File: config.mk
export PLATFORM = sky130hd
export DESIGN_NAME = stopwatch_ctrl
export DESIGN_NICKNAME = d
export VERILOG_FILES = /design/src/rtl/stopwatch_ctrl.sv
export SDC_FILE = /design/constraint.sdc
export NUM_CORES = 1
export LEC_CHECK = 0
export CORE_MARGIN = 4
export CORE_UTILIZATION = 49
export CTS_CLUSTER_SIZE = 28
export DETAILED_ROUTE_END_ITERATION = 8
export PLACE_DENSITY = 0.77
export SYNTH_ARGS = -nofsm -noshare
export SYNTH_HDL_FRONTEND = slang
export SYNTH_SLANG_ARGS = --single-unit
File: constraint.sdc
create_clock -name clk_100Hz -period 2.6 [get_ports clk_100Hz]
set_clock_uncertainty 0.2 [all_clocks]
set_input_delay 0.78 -clock clk_100Hz [delete_from_list [all_inputs] [get_ports clk_100Hz]]
set_output_delay 0.78 -clock clk_100Hz [all_outputs]
set_load 0.02 [all_outputs]
File: src/rtl/stopwatch_ctrl.sv
// Front-panel controller for the hh:mm:ss:xx stopwatch/countdown counter.
// Conditions four raw keys and turns them into one-cycle counter pulses, run state and a buzzer.
module stopwatch_ctrl #(
   parameter int DEBOUNCE_TICKS = 2,
   parameter int REPEAT_DELAY   = 50,
   parameter int REPEAT_RATE    = 10,
   parameter int BEEP_TICKS     = 200
) (
   input  logic clk_100Hz,
   input  logic rst_n,
   input  logic key_ss,
   input  logic key_mode,
   input  logic key_sel,
   input  logic key_inc,
   input  logic time_zero,
   output logic start,
   output logic stop,
   output logic min_inc,
   output logic hour_inc,
   output logic countdown_mode,
   output logic sel_hour,
   output logic running,
   output logic buzzer
);

   localparam int K_SS   = 0;
   localparam int K_MODE = 1;
   localparam int K_SEL  = 2;
   localparam int K_INC  = 3;

   localparam logic [7:0] DB_LAST   = 8'(DEBOUNCE_TICKS - 1);
   localparam logic [7:0] RPT_DELAY = 8'(REPEAT_DELAY);
   localparam logic [7:0] RPT_RATE  = 8'(REPEAT_RATE);
   localparam logic [7:0] BEEP_LOAD = 8'(BEEP_TICKS);

   typedef enum logic [1:0] {IDLE, RUN, PAUSE, ALARM} state_t;

   logic [3:0] raw, sync_a, sync_b, deb, deb_d, armed, press;
   logic [7:0] db_cnt [4];
   logic [1:0] settle;

   assign raw   = {key_inc, key_sel, key_mode, key_ss};
   assign press = deb & ~deb_d & armed;

   // A key held through reset must be seen released once before it can produce a press.
   always_ff @(posedge clk_100Hz or negedge rst_n) begin
      if (!rst_n) begin
         sync_a <= '0;
         sync_b <= '0;
         deb    <= '0;
         deb_d  <= '0;
         armed  <= '0;
         settle <= '0;
         for (int i = 0; i < 4; i++) db_cnt[i] <= '0;
      end else begin
         // NOTE: non-blocking assignments make every flop sample pre-edge values, so sync_a -> sync_b is a real two-stage chain.
         sync_a <= raw;
         sync_b <= sync_a;
         deb_d  <= deb;
         settle <= {settle[0], 1'b1};
         for (int i = 0; i < 4; i++) begin
            if (sync_b[i] == deb[i]) begin
               db_cnt[i] <= '0;
            end else if (db_cnt[i] >= DB_LAST) begin
               deb[i]    <= sync_b[i];
               db_cnt[i] <= '0;
            end else begin
               db_cnt[i] <= db_cnt[i] + 8'd1;
            end
            if (settle[1] && !sync_b[i]) armed[i] <= 1'b1;
         end
      end
   end

   state_t     state, state_n;
   logic       tz_q;
   logic [7:0] beep_cnt, beep_n;
   logic [7:0] rpt_cnt, rpt_cnt_n;
   logic       rpt_slow, rpt_slow_n, rpt_armed, rpt_armed_n;
   logic       start_n, stop_n, min_n, hour_n, mode_n, sel_n;
   logic       rpt_fire, inc_fire;

   always_ff @(posedge clk_100Hz or negedge rst_n) begin
      if (!rst_n) begin
         state          <= IDLE;
         tz_q           <= 1'b0;
         beep_cnt       <= '0;
         rpt_cnt        <= '0;
         rpt_slow       <= 1'b0;
         rpt_armed      <= 1'b0;
         start          <= 1'b0;
         stop           <= 1'b0;
         min_inc        <= 1'b0;
         hour_inc       <= 1'b0;
         countdown_mode <= 1'b0;
         sel_hour       <= 1'b0;
      end else begin
         state          <= state_n;
         tz_q           <= time_zero;
         beep_cnt       <= beep_n;
         rpt_cnt        <= rpt_cnt_n;
         rpt_slow       <= rpt_slow_n;
         rpt_armed      <= rpt_armed_n;
         start          <= start_n;
         stop           <= stop_n;
         min_inc        <= min_n;
         hour_inc       <= hour_n;
         countdown_mode <= mode_n;
         sel_hour       <= sel_n;
      end
   end

   always_comb begin
      // NOTE: every signal gets a default before any branch; a path that leaves one unassigned would infer a latch.
      state_n     = state;
      start_n     = 1'b0;
      stop_n      = 1'b0;
      min_n       = 1'b0;
      hour_n      = 1'b0;
      mode_n      = countdown_mode;
      sel_n       = sel_hour;
      beep_n      = beep_cnt;
      rpt_cnt_n   = rpt_cnt;
      rpt_slow_n  = rpt_slow;
      rpt_armed_n = rpt_armed;
      inc_fire    = 1'b0;
      rpt_fire    = rpt_armed && deb[K_INC] && (rpt_cnt == (rpt_slow ? RPT_RATE : RPT_DELAY));

      // One key event per cycle, highest priority wins; a repeat tick ranks with key_inc.
      case (state)
         IDLE, PAUSE: begin
            if (press[K_SS]) begin
               if (!(countdown_mode && tz_q)) begin
                  state_n = RUN;
                  start_n = 1'b1;
               end
            end else if (press[K_MODE]) begin
               mode_n  = !countdown_mode;
               sel_n   = 1'b0;
               state_n = IDLE;
            end else if (press[K_SEL]) begin
               if (countdown_mode) sel_n = !sel_hour;
            end else if (press[K_INC] || rpt_fire) begin
               inc_fire = countdown_mode;
            end
         end
         RUN: begin
            if (countdown_mode && tz_q) begin
               state_n = ALARM;
               beep_n  = BEEP_LOAD;
            end else if (press[K_SS]) begin
               state_n = PAUSE;
               stop_n  = 1'b1;
            end
         end
         ALARM: begin
            if (beep_cnt <= 8'd1 || press != 4'b0000) state_n = PAUSE;
            else                                      beep_n  = beep_cnt - 8'd1;
         end
         default: state_n = IDLE;
      endcase

      if (inc_fire) begin
         min_n       = !sel_hour;
         hour_n      = sel_hour;
         rpt_armed_n = 1'b1;
         rpt_cnt_n   = 8'd1;
         rpt_slow_n  = !press[K_INC];
      end else if (rpt_armed && rpt_cnt != 8'hFF) begin
         rpt_cnt_n = rpt_cnt + 8'd1;
      end

      if (!deb[K_INC] || !mode_n || (sel_n != sel_hour) || !(state_n == IDLE || state_n == PAUSE)) begin
         rpt_armed_n = 1'b0;
         rpt_cnt_n   = '0;
         rpt_slow_n  = 1'b0;
      end
   end

   always_comb begin
      running = (state == RUN);
      buzzer  = (state == ALARM);
   end

endmodule
==> run summary <==
Status = finished, final reports clean
Sw Ratio = 0.305
Core Region = 6830 um2
First-pass GRT wire length = 9270 um
# rows = 30
Hold Crit Class = reg -> reg
DP Area = 3800 um2
Register area share after synthesis = 0.585
Vias in the first global route = 2166
TritonCTS sink count = 81
Top Ports = 15
Final Hold Vio Count = 0
Die ar. = 8480 um2
Setup violators final = 0
CP peak stage delay = 620 ps
RSZ-0062 raised after global routing = no
WS Path Type = reg -> out
Vias per cell = 4.90
Htree depth = 3
RePlAce Congestion = 0.793
Fmax = 397 MHz
Critical Path Fanout Max = 4
Static Leak = 0.00173 uW
Post-CTS Setup Bufs = 0
Reg power frac = 0.518
Clk buf depth = 2
Synth unique cells = 48
Max cap viols = 0
Number of buffers created by CTS = 9
Area grow syn2layout = 14.6%
Worst path arrival time = 1540 ps
DR vias = 2078
Drc violations = 0
Mapped Avg Cell Area = 12.4 um2
CP cell instances = and2_1 > clkdlybuf4s50_1
Min Tclk post-route = 2520 ps
CP max stage cell = clkdlybuf4s50_1
CTS tree = yes
Hold Path Depth = 0
Post-synth EDFFs = 0
Data required, critical path = 1620 ps
Internal power = 2000 uW
Total GRT Usage = 0.139
Net count, final = 347
Synth area leader = dfrtp_1
Die W = 92.1 um
Final worst slack = 81.9 ps
Synth async-reset ratio = 1.00
Post-synthesis register bit count = 81
Yosys warns = 0
Initial antenna violation count = 0
Yosys top cell area share = 0.585
Layout cells sized above 1 = 0.116
Peak VDD IR = 0.500 mV
1st-iter DRT viols = 131
Logic pwr share = 0.206
Clock power frac = 0.276
Count leader, synth = dfrtp_1
Clock latency on the worst-skew pair = 340 ps
Post-synth top flop = dfrtp_1
Die H = 92.1 um
Nature of the critical path endpoint = output port
Antenna Violating Nets Remaining = 0
Largest net degree at the start of global routing = 82
TNS Setup = 0 ps
Initial core utilization = 0.507
Worst slack, placed = 358 ps
Power per cell area = 724 nW/um2
Sw power = 876 uW
Antenna Cells = 0
Ranking of synthesized cells by area = dfrtp_1 (59%), ha_1 (5.8%), nor2_1 (3.1%)
Crit share post-route = 0.969
Global route overflow = 0
Clock transition at path regs = 80 ps
Hpwl dp = 3620 um
Pwr Total = 2880 uW
Clk root buf = clkbuf_8
CP Launch Type = flop
Pins Over Slew Limit = 0
DR WL/cell = 12.2 um
FILL cells = 563
PortBufs = 14
Mapped cell area = 3460 um2
Wirelength, routed = 5170 um
Post-synth top cells = dfrtp_1 (81), nor2_1 (29), inv_1 (24), ha_1 (16), nand2_1 (14)
Worst r2r path cells = 7
Final Cell Area = 3970 um2
DRT Pass-1 Iters = 4
Gate Count Post-Synth = 280
==> sequential cells by signal, summed over array words and instances (netlist names), 2 cells and up <==
name      count
sync_b        4
deb_d         4
sync_a        4
beep_cnt      8
db_cnt       32
state         2
deb           4
rpt_cnt       8
settle        2
armed         4
==> cell usage in the layout, fill, tap and decap left out, types with 2 or more instances in the layout <==
cell type,instances
dfrtp_1,81
nor2_1,29
inv_1,24
conb_1,21
ha_1,16
nand2_1,14
xor2_1,12
nand3_1,12
clkdlybuf4s50_1,12
clkbuf_8,10
a21oi_1,7
nand4_1,7
xnor2_1,6
nor4b_1,5
nor4_1,5
o21ai_0,5
mux2_2,4
a21o_1,4
nand3b_1,3
and3b_1,3
nor3_1,3
and3_1,3
a211oi_2,3
buf_4,3
and2_1,2
a211o_1,2
nor4bb_1,2
and4_1,2
clkinv_4,2
==> metrics by stage <==
step	hold WS [ps]	utilization	cells
2_1_floorplan	131	-	299
3_3_place_gp	132	0.556	409
3_5_place_dp	135	0.556	409
4_1_cts	145	0.581	424
5_1_grt	155	0.581	424
6_report	146	0.581	424
==> repair_timing <==
| action | 4_1_cts | 5_1_grt |
|---|---|---|
| gates resized for setup | 1 | 0 |
| endpoints found under the setup margin | 1 | 0 |
| hold buffers | 0 | 0 |
==> worst paths after layout <==
| path | start | end | slack (ps) |
|---|---|---|---|
| setup / recovery | state[0]$_DFF_PN0_ | buzzer | 80 |
| hold reg to reg | settle[0]$_DFF_PN0_ | settle[1]$_DFF_PN0_ | 150 |
| min in group asynchronous | rst_n | rpt_cnt[3]$_DFFE_PN0P_ | 250 |
| setup reg to reg | beep_cnt[0]$_DFFE_PN0P_ | beep_cnt[0]$_DFFE_PN0P_ | 390 |
| max in group asynchronous | rst_n | db_cnt[20]$_DFF_PN0_ | 1640 |
| hold / removal | settle[0]$_DFF_PN0_ | settle[1]$_DFF_PN0_ | 150 |
==> power groups by stage <==
stage | sequential, uW | clock [uW] | combinational [uW]
5_1_grt | 1510 | 884 | 654
2_1_floorplan | 1520 | 0 | 389
4_1_cts | 1490 | 822 | 593
6_report | 1490 | 794 | 592
3_3_place_gp | 1510 | 0 | 588
3_5_place_dp | 1520 | 0 | 596
==> final cells by class <==
cell class,count,area (um2),share of cell area
Sequential cell,81,2030,0.510
Multi-Input combinational cell,191,1390,0.350
Clock inverter,4,30.0,0.00756
Clock buffer,11,141,0.0356
Tap cell,96,120,0.0302
Inverter,24,90.1,0.0227
Timing Repair Buffer,17,171,0.0432
==> worst max-delay path: cells and delay by family (launching register included) <==
kind          cells  cell delay (ps)
buf+inv           1              620
flops             1              390
simple gates      1              190
==> kinds of logic (layout without fill, tap and decap cells) <==
| logic type | after synthesis | count (layout) | synth area share |
|---|---|---|---|
| AND/OR/NAND/NOR | 101 | 101 | 0.178 |
| AO/OA/AOI/OAI | 31 | 31 | 0.0849 |
| adder cells (fa/ha/maj) | 16 | 16 | 0.0578 |
| other | 2 | 21 | 0.00217 |
| XOR/XNOR | 18 | 18 | 0.0455 |
| multiplexers | 4 | 4 | 0.0130 |
| flip-flops | 81 | 81 | 0.585 |
| buffers and inverters | 27 | 56 | 0.0339 |
==> layer usage <==
layer	vias up	global-route usage	routed length, um
met5	-	0	0
met4	0	0.0644	101
met3	7	0.0500	195
met2	29	0.224	2470
met1	1017	0.167	2410
li1	1025	-	-
No activity file was read; power rests on OpenSTA's default activity.
